===== src/rtl/aes_enc_stream_host_if.sv =====
// Host-side valid/ready bundle for aes_enc_stream_host: one request channel
// carrying key + plaintext, one response channel carrying the ciphertext word.
interface aes_enc_stream_host_if;
   logic         in_valid;
   logic         in_ready;
   logic [127:0] in_key;
   logic [127:0] in_data;
   logic         out_valid;
   logic         out_ready;
   logic [127:0] out_data;

   // System-side view: issues requests, consumes ciphertext.
   modport master (
      output in_valid, in_key, in_data, out_ready,
      input  in_ready, out_valid, out_data
   );

   // Adapter-side view.
   modport slave (
      input  in_valid, in_key, in_data, out_ready,
      output in_ready, out_valid, out_data
   );
endinterface


===== src/rtl/aes_enc_stream_host.sv =====
// aes_enc_stream_host: takes a 128-bit key/plaintext pair, feeds it byte-serially
// (byte 0 = MSB) to the AES_encryption core, collects the 16 ciphertext bytes the
// core streams back and holds them as one 128-bit word until the host takes it.
// A progress watchdog aborts a stalled transaction and pulses err_timeout.
module aes_enc_stream_host #(
   parameter int TIMEOUT_CYCLES = 1024
) (
   input  logic                 clk,
   input  logic                 rst,
   aes_enc_stream_host_if.slave host,
   output logic                 err_timeout,
   output logic                 busy,
   output logic                 core_enable,
   output logic [7:0]           core_key_byte,
   output logic [7:0]           core_state_byte,
   input  logic                 core_load,
   input  logic                 core_ready,
   input  logic [7:0]           core_out_byte
);

   localparam int            TW        = $clog2(TIMEOUT_CYCLES) + 1;
   localparam logic [TW-1:0] TC_LAST   = TW'(TIMEOUT_CYCLES - 1);
   localparam logic [4:0]    LAST_BEAT = 5'd15;

   typedef enum logic [1:0] {
      S_IDLE    = 2'd0,
      S_FEED    = 2'd1,
      S_COLLECT = 2'd2,
      S_HOLD    = 2'd3
   } state_t;

   state_t        state_q, state_d;
   logic [127:0]  key_sr_q, key_sr_d;
   logic [127:0]  dat_sr_q, dat_sr_d;
   // Only 15 bytes need buffering: the 16th arrives on the completing edge.
   logic [119:0]  out_sr_q, out_sr_d;
   logic [127:0]  out_data_q, out_data_d;
   logic [4:0]    bcnt_q, bcnt_d;
   logic [TW-1:0] tcnt_q, tcnt_d;
   logic          err_q, err_d;
   logic          tmo_hit;

   assign tmo_hit = (tcnt_q == TC_LAST);

   // Next-state, datapath shift and watchdog decisions.
   always_comb begin
      state_d    = state_q;
      key_sr_d   = key_sr_q;
      dat_sr_d   = dat_sr_q;
      out_sr_d   = out_sr_q;
      out_data_d = out_data_q;
      bcnt_d     = bcnt_q;
      tcnt_d     = tcnt_q;
      err_d      = 1'b0;

      unique case (state_q)
         S_IDLE: begin
            // in_ready is high for the whole of IDLE, so valid alone completes the handshake.
            if (host.in_valid) begin
               key_sr_d = host.in_key;
               dat_sr_d = host.in_data;
               bcnt_d   = 5'd0;
               tcnt_d   = '0;
               state_d  = S_FEED;
            end
         end

         S_FEED: begin
            if (core_load) begin
               key_sr_d = {key_sr_q[119:0], 8'h00};
               dat_sr_d = {dat_sr_q[119:0], 8'h00};
               tcnt_d   = '0;
               if (bcnt_q == LAST_BEAT) begin
                  bcnt_d  = 5'd0;
                  state_d = S_COLLECT;
               end else begin
                  bcnt_d = bcnt_q + 5'd1;
               end
            end else if (tmo_hit) begin
               err_d   = 1'b1;
               tcnt_d  = '0;
               bcnt_d  = 5'd0;
               state_d = S_IDLE;
            end else begin
               tcnt_d = tcnt_q + 1'b1;
            end
         end

         S_COLLECT: begin
            if (core_ready) begin
               out_sr_d = {out_sr_q[111:0], core_out_byte};
               tcnt_d   = '0;
               if (bcnt_q == LAST_BEAT) begin
                  out_data_d = {out_sr_q, core_out_byte};
                  bcnt_d     = 5'd0;
                  state_d    = S_HOLD;
               end else begin
                  bcnt_d = bcnt_q + 5'd1;
               end
            end else if (tmo_hit) begin
               err_d   = 1'b1;
               tcnt_d  = '0;
               bcnt_d  = 5'd0;
               state_d = S_IDLE;
            end else begin
               tcnt_d = tcnt_q + 1'b1;
            end
         end

         S_HOLD: begin
            if (host.out_ready) begin
               state_d = S_IDLE;
            end
         end

         default: begin
            state_d = S_IDLE;
         end
      endcase
   end

   // State and datapath registers; reset returns everything to an empty IDLE.
   always_ff @(posedge clk or posedge rst) begin
      if (rst) begin
         state_q    <= S_IDLE;
         key_sr_q   <= '0;
         dat_sr_q   <= '0;
         out_sr_q   <= '0;
         out_data_q <= '0;
         bcnt_q     <= 5'd0;
         tcnt_q     <= '0;
         err_q      <= 1'b0;
      end else begin
         state_q    <= state_d;
         key_sr_q   <= key_sr_d;
         dat_sr_q   <= dat_sr_d;
         out_sr_q   <= out_sr_d;
         out_data_q <= out_data_d;
         bcnt_q     <= bcnt_d;
         tcnt_q     <= tcnt_d;
         err_q      <= err_d;
      end
   end

   // Outputs are pure decodes of registered state so nothing combinational reaches the ports.
   assign host.in_ready   = (state_q == S_IDLE);
   assign host.out_valid  = (state_q == S_HOLD);
   assign host.out_data   = out_data_q;
   assign busy            = (state_q == S_FEED) || (state_q == S_COLLECT);
   assign core_enable     = busy;
   assign core_key_byte   = (state_q == S_FEED) ? key_sr_q[127:120] : 8'h00;
   assign core_state_byte = (state_q == S_FEED) ? dat_sr_q[127:120] : 8'h00;
   assign err_timeout     = err_q;

endmodule

===== src/flat_wrapper.sv =====
// flat-port wrapper written by rule: the top's interface ports become plain ports
module aes_enc_stream_host_flat 
#(
   parameter int TIMEOUT_CYCLES = 1024
)
  (clk, rst, err_timeout, busy, core_enable, core_key_byte, core_state_byte, core_load, core_ready, core_out_byte, host_in_valid, host_in_key, host_in_data, host_out_ready, host_in_ready, host_out_valid, host_out_data);
  aes_enc_stream_host_if host_i ();
  input  logic clk;
  input  logic rst;
  output logic err_timeout;
  output logic busy;
  output logic core_enable;
  output logic [7:0] core_key_byte;
  output logic [7:0] core_state_byte;
  input  logic core_load;
  input  logic core_ready;
  input  logic [7:0] core_out_byte;
  input wire logic [$bits(host_i.in_valid)-1:0] host_in_valid;
  input wire logic [$bits(host_i.in_key)-1:0] host_in_key;
  input wire logic [$bits(host_i.in_data)-1:0] host_in_data;
  input wire logic [$bits(host_i.out_ready)-1:0] host_out_ready;
  output wire logic [$bits(host_i.in_ready)-1:0] host_in_ready;
  output wire logic [$bits(host_i.out_valid)-1:0] host_out_valid;
  output wire logic [$bits(host_i.out_data)-1:0] host_out_data;
  assign host_i.in_valid = host_in_valid;
  assign host_i.in_key = host_in_key;
  assign host_i.in_data = host_in_data;
  assign host_i.out_ready = host_out_ready;
  assign host_in_ready = host_i.in_ready;
  assign host_out_valid = host_i.out_valid;
  assign host_out_data = host_i.out_data;
  aes_enc_stream_host #(.TIMEOUT_CYCLES(TIMEOUT_CYCLES)) u_core (.clk(clk), .rst(rst), .host(host_i), .err_timeout(err_timeout), .busy(busy), .core_enable(core_enable), .core_key_byte(core_key_byte), .core_state_byte(core_state_byte), .core_load(core_load), .core_ready(core_ready), .core_out_byte(core_out_byte));
endmodule

===== config.mk =====
export PLATFORM = sky130hd
export DESIGN_NAME = aes_enc_stream_host_flat
export DESIGN_NICKNAME = d
export VERILOG_FILES = /design/src/rtl/aes_enc_stream_host_if.sv /design/src/rtl/aes_enc_stream_host.sv /design/src/flat_wrapper.sv
export SDC_FILE = /design/constraint.sdc
export NUM_CORES = 1
export LEC_CHECK = 0
export CAP_MARGIN = 10
export CORE_UTILIZATION = 56
export DETAILED_ROUTE_END_ITERATION = 6
export GPL_TIMING_DRIVEN = 0
export PLACE_DENSITY = 0.85
export SKIP_LAST_GASP = 1
export SYNTH_ARGS = -nofsm -noshare
export SYNTH_HDL_FRONTEND = slang
export SYNTH_SLANG_ARGS = --single-unit

===== constraint.sdc =====
create_clock -name clk -period 28.1 [get_ports clk]
set_clock_uncertainty 0.1 [all_clocks]
set_input_delay 5.62 -clock clk [delete_from_list [all_inputs] [get_ports clk]]
set_output_delay 5.62 -clock clk [all_outputs]
set_load 0.01 [all_outputs]

==> impl_metrics.csv, run 1 <==
group,metric,value,unit
worst_setup_path,crit_slowest_cell,"clkdlybuf4s50_1",
drt,drc,0,
layout,final_layout_size_suffix_gt1_share,18.34,%
timing,hold_violations,0,
timing,whs,369.3,ps
clock_tree,post_cts_buffers,0,
layout,finalInstanceArea,28930,um2
clock_tree,cts_sinks,523,
clock_tree,cts_buffers,53,
floorplanning,die-area,40290,um2
worst_setup_path,critPathKind,"flop to primary output",
drt,ant_nets,0,
hold_path,hold_class,"flop to flop",
clock_tree,ctsResizeCount,0,
logic_synthesis,syn_nets,2051,
global_route,grt_pass1_vias,16820,
logic_synthesis,async_flop_share,100.0,%
floorplanning,io_pins,419,
worst_setup_path,cp-startpoint,"u_core.state_q[1]",
logic_synthesis,seq_area_frac_synth,59.18,%
placement,placed_cell_area,27040,um2
floorplanning,start_util,56.95,%
timing,finalSetupTns,0,ps
worst_setup_path,max_stage_delay,580,ps
global_route,antenna_found_initial,21,
clock_tree,clk_pin_slew,60,ps
worst_setup_path,r2r-end,"u_core.dat_sr_q[119]",
run,max-cap-violations,0,
timing,slew_headroom,42.82,%
placement,portBuffers,418,
worst_setup_path,cpLargestDelayFamily,"buffers and inverters",
logic_synthesis,synthTopCellsByCount,"dfrtp_1 (523), nand2_1 (281), mux2_2 (248)",
drt,wire_per_inst,22.15,um
power,leakagePower,13.42,nW
worst_setup_path,path_cells,"inv_1 -> ha_1 -> buf_2 -> buf_2 -> clkbuf_1 -> and2_1 -> clkdlybuf4s50_1",
worst_setup_path,worstSetupStartpointType,"flop",
worst_setup_path,arrival,3060,ps
timing,min_period,8779,ps
logic_synthesis,ys.flop_type,"dfrtp_1",
logic_synthesis,synth-edff-count,0,
worst_setup_path,cp_max_fo,10,
drt,drt-pass1-iter-count,5,
floorplanning,coreArea,38830,um2
logic_synthesis,ys_types,45,
logic_synthesis,syn-cell-area,22110,um2
floorplanning,rows,72,
power,irDropWorstVdd,66.18,uV
logic_synthesis,yosys_warnings,0,
logic_synthesis,avgSynthCellArea,12.47,um2
floorplanning,die_y,200.7,um
worst_setup_path,crit_top_cell,"buf_2",
drt,avgViaCountPerCell,5.635,
worst_setup_path,critPathBufInv,5,
timing,max_freq,113.9,MHz
logic_synthesis,synthDominantCellAreaShare,59.18,%
global_route,grt_pass1_wl,96.64,mm
worst_setup_path,r2r_slack,25460,ps
drt,vias,15950,
worst_setup_path,ff2ff_path_depth,9,
placement,gp_congestion,0.9015,
clock_tree,insertion_delay,610,ps
placement,hpwl,44.51,mm
timing,worstMarginPinSlew,857.7,ps
logic_synthesis,yosysTopAreaCell,"dfrtp_1",
layout,syn_to_final_growth,30.84,%
clock_tree,htree_num_levels,2,
timing,finalCritPeriodShare,31.24,%
run_status,status,"completed",
timing,rsz0062_at_grt,"no",
drt,drtIter0Drc,892,
global_route,track_usage,31.22,%
clock_tree,clockBufferDepth,3,
logic_synthesis,synthTopCellsByArea,"dfrtp_1 (59%), mux2_2 (13%), mux2i_1 (11%), o21ai_1 (5.1%), nand2_1 (4.8%)",
layout,layout.cells.non_filler,2830,
clock_tree,cts_tree,"built",
floorplanning,chipWidth,200.7,um
logic_synthesis,ys_seq_elements,523,
timing,drv_slew,0,
clock_tree,clockRootBuffer,"clkbuf_16",
logic_synthesis,synth_most_common_cell,"dfrtp_1",
drt,routed_wl,62.67,mm
clock_tree,hold_buffers,0,
worst_setup_path,r2r-start,"u_core.state_q[1]",
global_route,overflow,0,
worst_setup_path,crit_cells,7,
layout,nNetsFinal,2527,
global_route,grt_max_degree,142,
worst_setup_path,cp_data_required_time,22380,ps
logic_synthesis,synthCells,1774,
placement,dpl.cell_count,2713,
timing,setup_viol_count_final,0,
worst_setup_path,cp-end-kind,"primary output",
worst_setup_path,cp-endpoint,"core_key_byte[0]",
power,pwr_density_cell,102.1,nW/um2
per-stage QoR:
stage | utilization [%] | worst slack [ps] | power [W]
after global routing | 74.50 | 19160 | 0.003118
final | 74.52 | 19320 | 0.002954
after CTS | 74.41 | 19300 | 0.002959
after global placement | 69.40 | 2548 | 0.002140
after detailed placement | 69.63 | 19950 | 0.002197
after floorplan | - | 7768 | 0.001876
metal layers:
metal	GRT usage (%)	vias up	share of wire [%]
met3	8.036	163	7.5
met4	16.14	10	4.7
met5	0	-	0.11
li1	-	7120	-
met2	50.97	577	48
met1	38.50	8078	40
cells by family (layout without fill, tap and decap cells):
logic type | count (synthesis) | after routing | synth area share, %
compound gates | 265 | 265 | 6.247
mux | 489 | 489 | 23.55
fa+ha+maj | 7 | 7 | 0.3960
xor+xnor | 5 | 5 | 0.1980
simple gates | 358 | 358 | 6.993
flops | 523 | 523 | 59.18
buf+inv | 127 | 648 | 3.429
other cells | 0 | 17 | 0
worst min-delay path: cells and delay by family (launching register included):
family        cells  cell delay [ps]
flops             1              340
simple gates      2              100
worst min path at each step:
stage | startpoint | cells after the start | to
2_1_floorplan | u_core.dat_sr_q[2] | 2 | u_core.dat_sr_q[2]
3_3_place_gp | u_core.key_sr_q[0] | 2 | u_core.key_sr_q[0]
3_5_place_dp | u_core.key_sr_q[3] | 2 | u_core.key_sr_q[3]
4_1_cts | u_core.key_sr_q[1] | 2 | u_core.key_sr_q[1]
5_1_grt | u_core.key_sr_q[0] | 2 | u_core.key_sr_q[0]
6_report | u_core.key_sr_q[3] | 2 | u_core.key_sr_q[3]
layout by cell type (no fill, tap or decap), types with 8 or more instances in the layout:
cell type	netlist	layout
diode_2	0	17
clkbuf_16	0	53
bufinv_16	0	8
nand3b_1	18	18
mux2_2	248	248
clkinv_2	0	13
clkbuf_1	47	57
nand3_1	11	11
nand2_1	281	281
clkbuf_2	8	8
buf_6	30	30
clkdlybuf4s50_1	0	418
mux2i_1	240	240
o21ai_1	224	224
nor2_1	11	11
dfrtp_1	523	523
o21ai_0	24	24
and2_1	18	18
buf_2	31	31
sequential cells by signal (all words and copies together) (netlist names):
signal                flops
u_core.dat_sr_q         128
u_core.key_sr_q         128
u_core.bcnt_q             5
u_core.out_sr_q         120
u_core.tcnt_q            11
u_core.host.out_data    128
u_core.err_timeout        1
u_core.state_q            2
layout make-up:
cell class	count	area (um2)
sequential	523	13090
fill	2470	9894
multi-input combinational	1124	8268
timing repair buffer	421	4267
clock buffer	70	1460
buffer	119	728.2
tap	518	648.1
clock inverter	30	394.1
antenna	17	42.54
inverter	8	37.54
power by group:
part	leakage, nW	internal (W)	switching (W)
logic	5.68	0.000470	0.000597
registers	6.84	0.000989	0.000151
clock network	0.906	0.000441	0.000305
total	13.4	0.00190	0.00105
Note: power is estimated with default switching activity, not from simulation.
==> inputs of run 2 (changes only) <==
--- a/config.mk
+++ b/config.mk
@@ -6,10 +6,10 @@
 export NUM_CORES = 1
 export LEC_CHECK = 0
 export CAP_MARGIN = 10
-export CORE_UTILIZATION = 56
+export CORE_UTILIZATION = 47
 export DETAILED_ROUTE_END_ITERATION = 6
 export GPL_TIMING_DRIVEN = 0
-export PLACE_DENSITY = 0.85
+export PLACE_DENSITY = 0.76
 export SKIP_LAST_GASP = 1
 export SYNTH_ARGS = -nofsm -noshare
 export SYNTH_HDL_FRONTEND = slang
==> constraint.sdc (replaced) <==
create_clock -name clk -period 7.15 [get_ports clk]
set_clock_uncertainty 0.1 [all_clocks]
set_input_delay 1.43 -clock clk [delete_from_list [all_inputs] [get_ports clk]]
set_output_delay 1.43 -clock clk [all_outputs]
set_load 0.01 [all_outputs]
==> run 2 against run 1 <==
Against the previous run:
- count of clock-buffer cells in the layout increased by 6
- sequential cell count unchanged
- register-to-register slack got worse by 21000 ps
- non-clock buffer count increased by 10
- first-iteration DRC count decreased by 2.7%
- total power increased to 3.9 times the previous value
- combinational power increased to 3.9 times the previous value
- routed wire length decreased by 4.4%
- die area increased by 19%
- worst hold slack got worse by 0.81 ps
- final cell count increased by 3.4%
- highest routed layer unchanged
==> impl_metrics.csv, run 2 (same netlist as run 1, synthesis figures left out) <==
group,metric,value,unit
clock_tree,ctsResizeCount,0,
worst_setup_path,crit_top_cell,"buf_2",
timing,drv_slew,0,
layout,layout_common_cells,"dfrtp_1 (523), clkdlybuf4s50_1 (418), nand2_1 (281), mux2_2 (248), mux2i_1 (240)",
timing,rsz0062_at_grt,"no",
layout,nNetsFinal,2537,
drt,wire_per_inst,20.48,um
worst_setup_path,arrival,3050,ps
floorplanning,chipWidth,218.9,um
worst_setup_path,cp-end-kind,"primary output",
run_status,status,"completed",
floorplanning,start_util,47.60,%
worst_setup_path,worstSetupStartpointType,"flop",
power,leakagePower,13.54,nW
drt,avgViaCountPerCell,5.279,
worst_setup_path,cp_max_fo,10,
clock_tree,cts_tree,"built",
timing,slew_headroom,30.68,%
global_route,overflow,0,
layout,nFillCells,3616,
power,irDropWorstVdd,261.6,uV
drt,ant_nets,0,
worst_setup_path,path_cells,"inv_1 -> ha_1 -> buf_2 -> buf_2 -> clkbuf_1 -> and2_1 -> clkdlybuf4s50_1",
clock_tree,clockBufferDepth,3,
floorplanning,io_pins,419,
global_route,grt_max_degree,46,
hold_path,hold_start,"u_core.key_sr_q[3]",
placement,gp_congestion,0.8746,
clock_tree,insertion_delay,610,ps
placement,dpl.cell_count,2812,
worst_setup_path,critPathKind,"flop to primary output",
timing,max_freq,218.3,MHz
clock_tree,cts_sinks,523,
layout,syn_to_final_growth,32.30,%
global_route,antenna_found_initial,29,
clock_tree,clk_pin_slew,60,ps
power,pwr_density_cell,395.9,nW/um2
worst_setup_path,ff2ff_path_depth,7,
worst_setup_path,r2r-start,"u_core.state_q[1]",
hold_path,hold_depth,2,
global_route,grt_pass1_vias,16290,
layout,seqCellArea,13090,um2
drt,routed_wl,59.95,mm
worst_setup_path,critPathBufInv,5,
clock_tree,cts_buffers,53,
timing,worstMarginPinSlew,1032,ps
drt,drt-pass1-iter-count,4,
placement,hpwl,44.94,mm
layout,final_layout_size_suffix_gt1_share,18.70,%
worst_setup_path,cpLargestDelayFamily,"buffers and inverters",
drt,vias,15450,
drt,drc,0,
timing,setup_viol_count_final,0,
worst_setup_path,r2r-end,"u_core.key_sr_q[125]",
timing,min_period,4581,ps
timing,finalCritPeriodShare,64.07,%
worst_setup_path,crit_slowest_cell,"clkdlybuf4s50_1",
layout,layout.cells.non_filler,2927,
hold_path,hold_end,"u_core.key_sr_q[3]",
layout,layout_commonest_cell,"dfrtp_1",
power,total_power,0.01158,W
floorplanning,die-area,47920,um2
run,max-cap-violations,0,
floorplanning,die_y,218.9,um
clock_tree,htree_num_levels,2,
floorplanning,rows,79,
worst_setup_path,r2r_slack,4410,ps
global_route,track_usage,25.01,%
worst_setup_path,max_stage_delay,580,ps
clock_tree,hold_buffers,0,
floorplanning,coreArea,46460,um2
layout,multi_input_area,8268,um2
clock_tree,post_cts_buffers,0,
placement,portBuffers,418,
timing,hold_violations,0,
global_route,grt_pass1_wl,91.68,mm
worst_setup_path,crit_cells,7,
drt,drtIter0Drc,868,
worst_setup_path,cp_data_required_time,5620,ps
hold_path,hold_class,"flop to flop",
clock_tree,clockRootBuffer,"clkbuf_16",
## run 2: worst max-delay path by stage
stage                         endpoint              start  slack (ps)
2_1_floorplan         u_core.bcnt_q[0]                rst       -1490
5_1_grt               core_key_byte[2]  u_core.state_q[1]        2390
3_5_place_dp          core_key_byte[2]  u_core.state_q[1]        3180
3_3_place_gp   u_core.host.out_data[6]                rst       -4580
6_report              core_key_byte[3]  u_core.state_q[1]        2570
4_1_cts               core_key_byte[2]  u_core.state_q[1]        2520
## run 2: through the flow
stage | setup slack (ps) | instance area [um2] | TNS [ps] | util [%] | hold WS, ps
after floorplan | -1486 | 22120 | -777280 | - | 337.4
after detailed placement | 3184 | 27320 | 0 | 58.81 | 355.7
after CTS | 2517 | 29220 | 0 | 62.89 | 369.6
after global placement | -4584 | 27060 | -2366910 | 58.25 | 351.4
final | 2569 | 29260 | 0 | 62.97 | 368.5
after global routing | 2389 | 29240 | 0 | 62.93 | 389.0
## run 2: layer usage
layer | wire, um | GRT usage [%] | vias to the layer above | share of wire, %
met1 | 24020 | 30.67 | 7682 | 40
met5 | 196 | 0 | - | 0.33
met3 | 5511 | 9.092 | 130 | 9.2
met2 | 28290 | 40.22 | 465 | 47
li1 | - | - | 7144 | -
met4 | 1921 | 9.653 | 30 | 3.2
## run 2: worst register-to-register path: cells and delay by family (launching register included)
kind,cells,cell delay (ps)
AOI/OAI and AO/OA,1,110
muxes,1,520
DFF,1,440
buffers and inverters,4,1280
adders and majority gates,1,150
## run 2: area by class of cell
class | instances | area share, %
Clock buffer | 76 | 5.273
Multi-Input combinational cell | 1124 | 28.26
Tap cell | 607 | 2.596
Buffer | 119 | 2.489
Inverter | 8 | 0.1155
Sequential cell | 523 | 44.74
Timing Repair Buffer | 431 | 15.19
Antenna cell | 15 | 0.1283
Clock inverter | 24 | 1.210
## run 2: power by group
group	total (W)	internal [W]	switching, W
logic	0.00415	0.00186	0.00229
registers	0.00445	0.00389	0.000560
clock network	0.00299	0.00180	0.00119
total	0.0116	0.00754	0.00404
==> inputs of run 3 (changes only) <==
--- a/config.mk
+++ b/config.mk
@@ -6,10 +6,10 @@
 export NUM_CORES = 1
 export LEC_CHECK = 0
 export CAP_MARGIN = 10
-export CORE_UTILIZATION = 47
+export CORE_UTILIZATION = 52
 export DETAILED_ROUTE_END_ITERATION = 6
 export GPL_TIMING_DRIVEN = 0
-export PLACE_DENSITY = 0.76
+export PLACE_DENSITY = 0.8
 export SKIP_LAST_GASP = 1
 export SYNTH_ARGS = -nofsm -noshare
 export SYNTH_HDL_FRONTEND = slang
==> constraint.sdc (replaced) <==
create_clock -name clk -period 4.65 [get_ports clk]
set_clock_uncertainty 0.1 [all_clocks]
set_input_delay 0.93 -clock clk [delete_from_list [all_inputs] [get_ports clk]]
set_output_delay 0.93 -clock clk [all_outputs]
set_load 0.01 [all_outputs]
==> run 3 against run 2 <==
Against the previous run:
- sequential cell count did not move
- routed wire length rose by 1.0%
- die area fell by 9.5%
- count of clock-buffer cells in the layout rose by 5
- non-clock buffer count did not move
- via count rose by 1.4%
- critical path depth did not move
- setup slack got worse by 1900 ps
- combinational power rose by 55%
- critical endpoint is now core_key_byte[0]
- largest cell class unchanged
- largest power group unchanged
- highest routed layer unchanged
==> impl_metrics.csv, run 3 (same netlist as run 1, synthesis figures left out) <==
group,metric,value,unit
floorplanning,die_y,208.2,um
global_route,grt_pass1_wl,94.34,mm
floorplanning,start_util,52.72,%
clock_tree,cts_buffers,52,
layout,syn_to_final_growth,31.14,%
power,swShare,35.59,%
layout,final_layout_size_suffix_gt1_share,18.36,%
clock_tree,cts_sinks,523,
worst_setup_path,r2r-start,"u_core.state_q[1]",
worst_setup_path,ff2ff_path_depth,7,
timing,finalCritPeriodShare,86.41,%
global_route,grt_max_degree,44,
worst_setup_path,critPathKind,"flop to primary output",
drt,drt-pass1-iter-count,5,
timing,worstMarginPinSlew,962.0,ps
worst_setup_path,arrival,2990,ps
global_route,overflow,0,
drt,drtIter0Drc,1223,
run_status,status,"completed",
power,p_comb_share,36.8,%
global_route,track_usage,28.09,%
timing,setup_viol_count_final,0,
hold_path,hold_depth,2,
timing,slew_headroom,35.38,%
drt,ant_nets,0,
worst_setup_path,cp_max_fo,10,
timing,drv_slew,0,
hold_path,hold_start,"u_core.dat_sr_q[3]",
power,power.switching,0.006234,W
power,p_int,0.01128,W
clock_tree,ctsResizeCount,0,
power,clkPwrFrac,24.2,%
layout,nNetsFinal,2536,
global_route,grt_pass1_vias,16430,
power,leakagePower,13.45,nW
timing,setup_ws,632.0,ps
timing,finalSetupTns,0,ps
floorplanning,rows,75,
power,total_power,0.01751,W
clock_tree,clockRootBuffer,"clkbuf_16",
power,seq_power_share,39.0,%
global_route,antenna_found_initial,20,
timing,min_period,4018,ps
placement,post-place-ws,1233,ps
floorplanning,chipWidth,208.2,um
layout,layout_commonest_cell,"dfrtp_1",
placement,portBuffers,418,
power,pwr_density_cell,603.9,nW/um2
placement,gp_congestion,0.8739,
clock_tree,clk_pin_slew,60,ps
placement,placed_cell_area,27240,um2
drt,vias,15660,
drt,routed_wl,60.56,mm
floorplanning,coreArea,41950,um2
layout,layout_common_cells,"dfrtp_1 (523), clkdlybuf4s50_1 (418), nand2_1 (281), mux2_2 (248), mux2i_1 (240)",
clock_tree,insertion_delay,600,ps
clock_tree,post_cts_buffers,0,
layout,finalInstanceArea,29000,um2
clock_tree,hold_buffers,0,
clock_tree,clockBufferDepth,3,
drt,wire_per_inst,21.23,um
placement,hpwl,45.31,mm
worst_setup_path,cp_data_required_time,3620,ps
timing,max_freq,248.9,MHz
power,irDropWorstVdd,349.2,uV
drt,avgViaCountPerCell,5.491,
layout,layout.cells.non_filler,2852,
run,max-cap-violations,0,
worst_setup_path,cp-end-kind,"primary output",
clock_tree,cts_tree,"built",
timing,rsz0062_at_grt,"no",
placement,dpl.cell_count,2744,
drt,drc,0,
worst_setup_path,worstSetupStartpointType,"flop",
floorplanning,io_pins,419,
timing,hold_violations,0,
hold_path,hold_class,"flop to flop",
worst_setup_path,cp-startpoint,"u_core.state_q[1]",
floorplanning,die-area,43360,um2
clock_tree,htree_num_levels,2,
[run 3: changes by cell type in the layout (fill, tap and decap cells not counted), moves of 2 or more]
| cell | delta |
|---|---|
| bufinv_16 | -6 |
| clkinv_2 | -6 |
| clkbuf_8 | +4 |
| clkbuf_1 | +2 |
| inv_6 | -2 |
[run 3: power by group through the flow]
stage,combinational (W),sequential (W),clock (W)
final,0.00644,0.00684,0.00423
after global routing,0.00710,0.00698,0.00447
after CTS,0.00648,0.00683,0.00430
after detailed placement,0.00643,0.00690,0
after global placement,0.00617,0.00683,0
after floorplan,0.00476,0.00658,0
[run 3: worst paths after layout]
| check | endpoint | slack, ps |
|---|---|---|
| hold / removal | u_core.dat_sr_q[3] | 370 |
| max in group asynchronous | u_core.host.out_data[5] | 2450 |
| hold reg to reg | u_core.dat_sr_q[3] | 370 |
| setup / recovery | core_key_byte[0] | 630 |
| setup reg to reg | u_core.key_sr_q[123] | 2030 |
| min in group asynchronous | u_core.key_sr_q[108] | 580 |
[run 3: area by class of cell]
cell class / count / area, um2
multi-input cells: 1124 / 8268
fillers: 2996 / 12950
well taps: 539 / 674.4
flip-flops and latches: 523 / 13090
clock inverters: 12 / 146.4
inverters: 8 / 33.78
repair buffers: 431 / 4444
plain buffers: 119 / 728.2
clock buffers: 81 / 1580
diodes: 15 / 37.54
[run 3: critical path, stage by stage (launching register included)]
cell             delay (ps)
dfrtp_1                 440
inv_1                   110
ha_1                    140
buf_2                   180
buf_2                   300
clkbuf_1                340
and2_1                  300
clkdlybuf4s50_1         570
[run 3: stage by stage]
stage | util, % | hold WS, ps
global route | 69.10 | 386.4
floorplan | - | 337.4
global placement | 64.31 | 351.0
detailed placement | 64.93 | 356.9
CTS | 69.05 | 369.4
finish | 69.14 | 365.9
[run 3: per-layer routing]
layer / wire [um] / global-route usage (%) / up-vias
met1: 25390 / 36.55 / 7903
met4: 1837 / 10.29 / 8
met5: 57 / 0 / -
met3: 4498 / 7.517 / 113
li1: - / - / 7142
met2: 28780 / 45.28 / 495
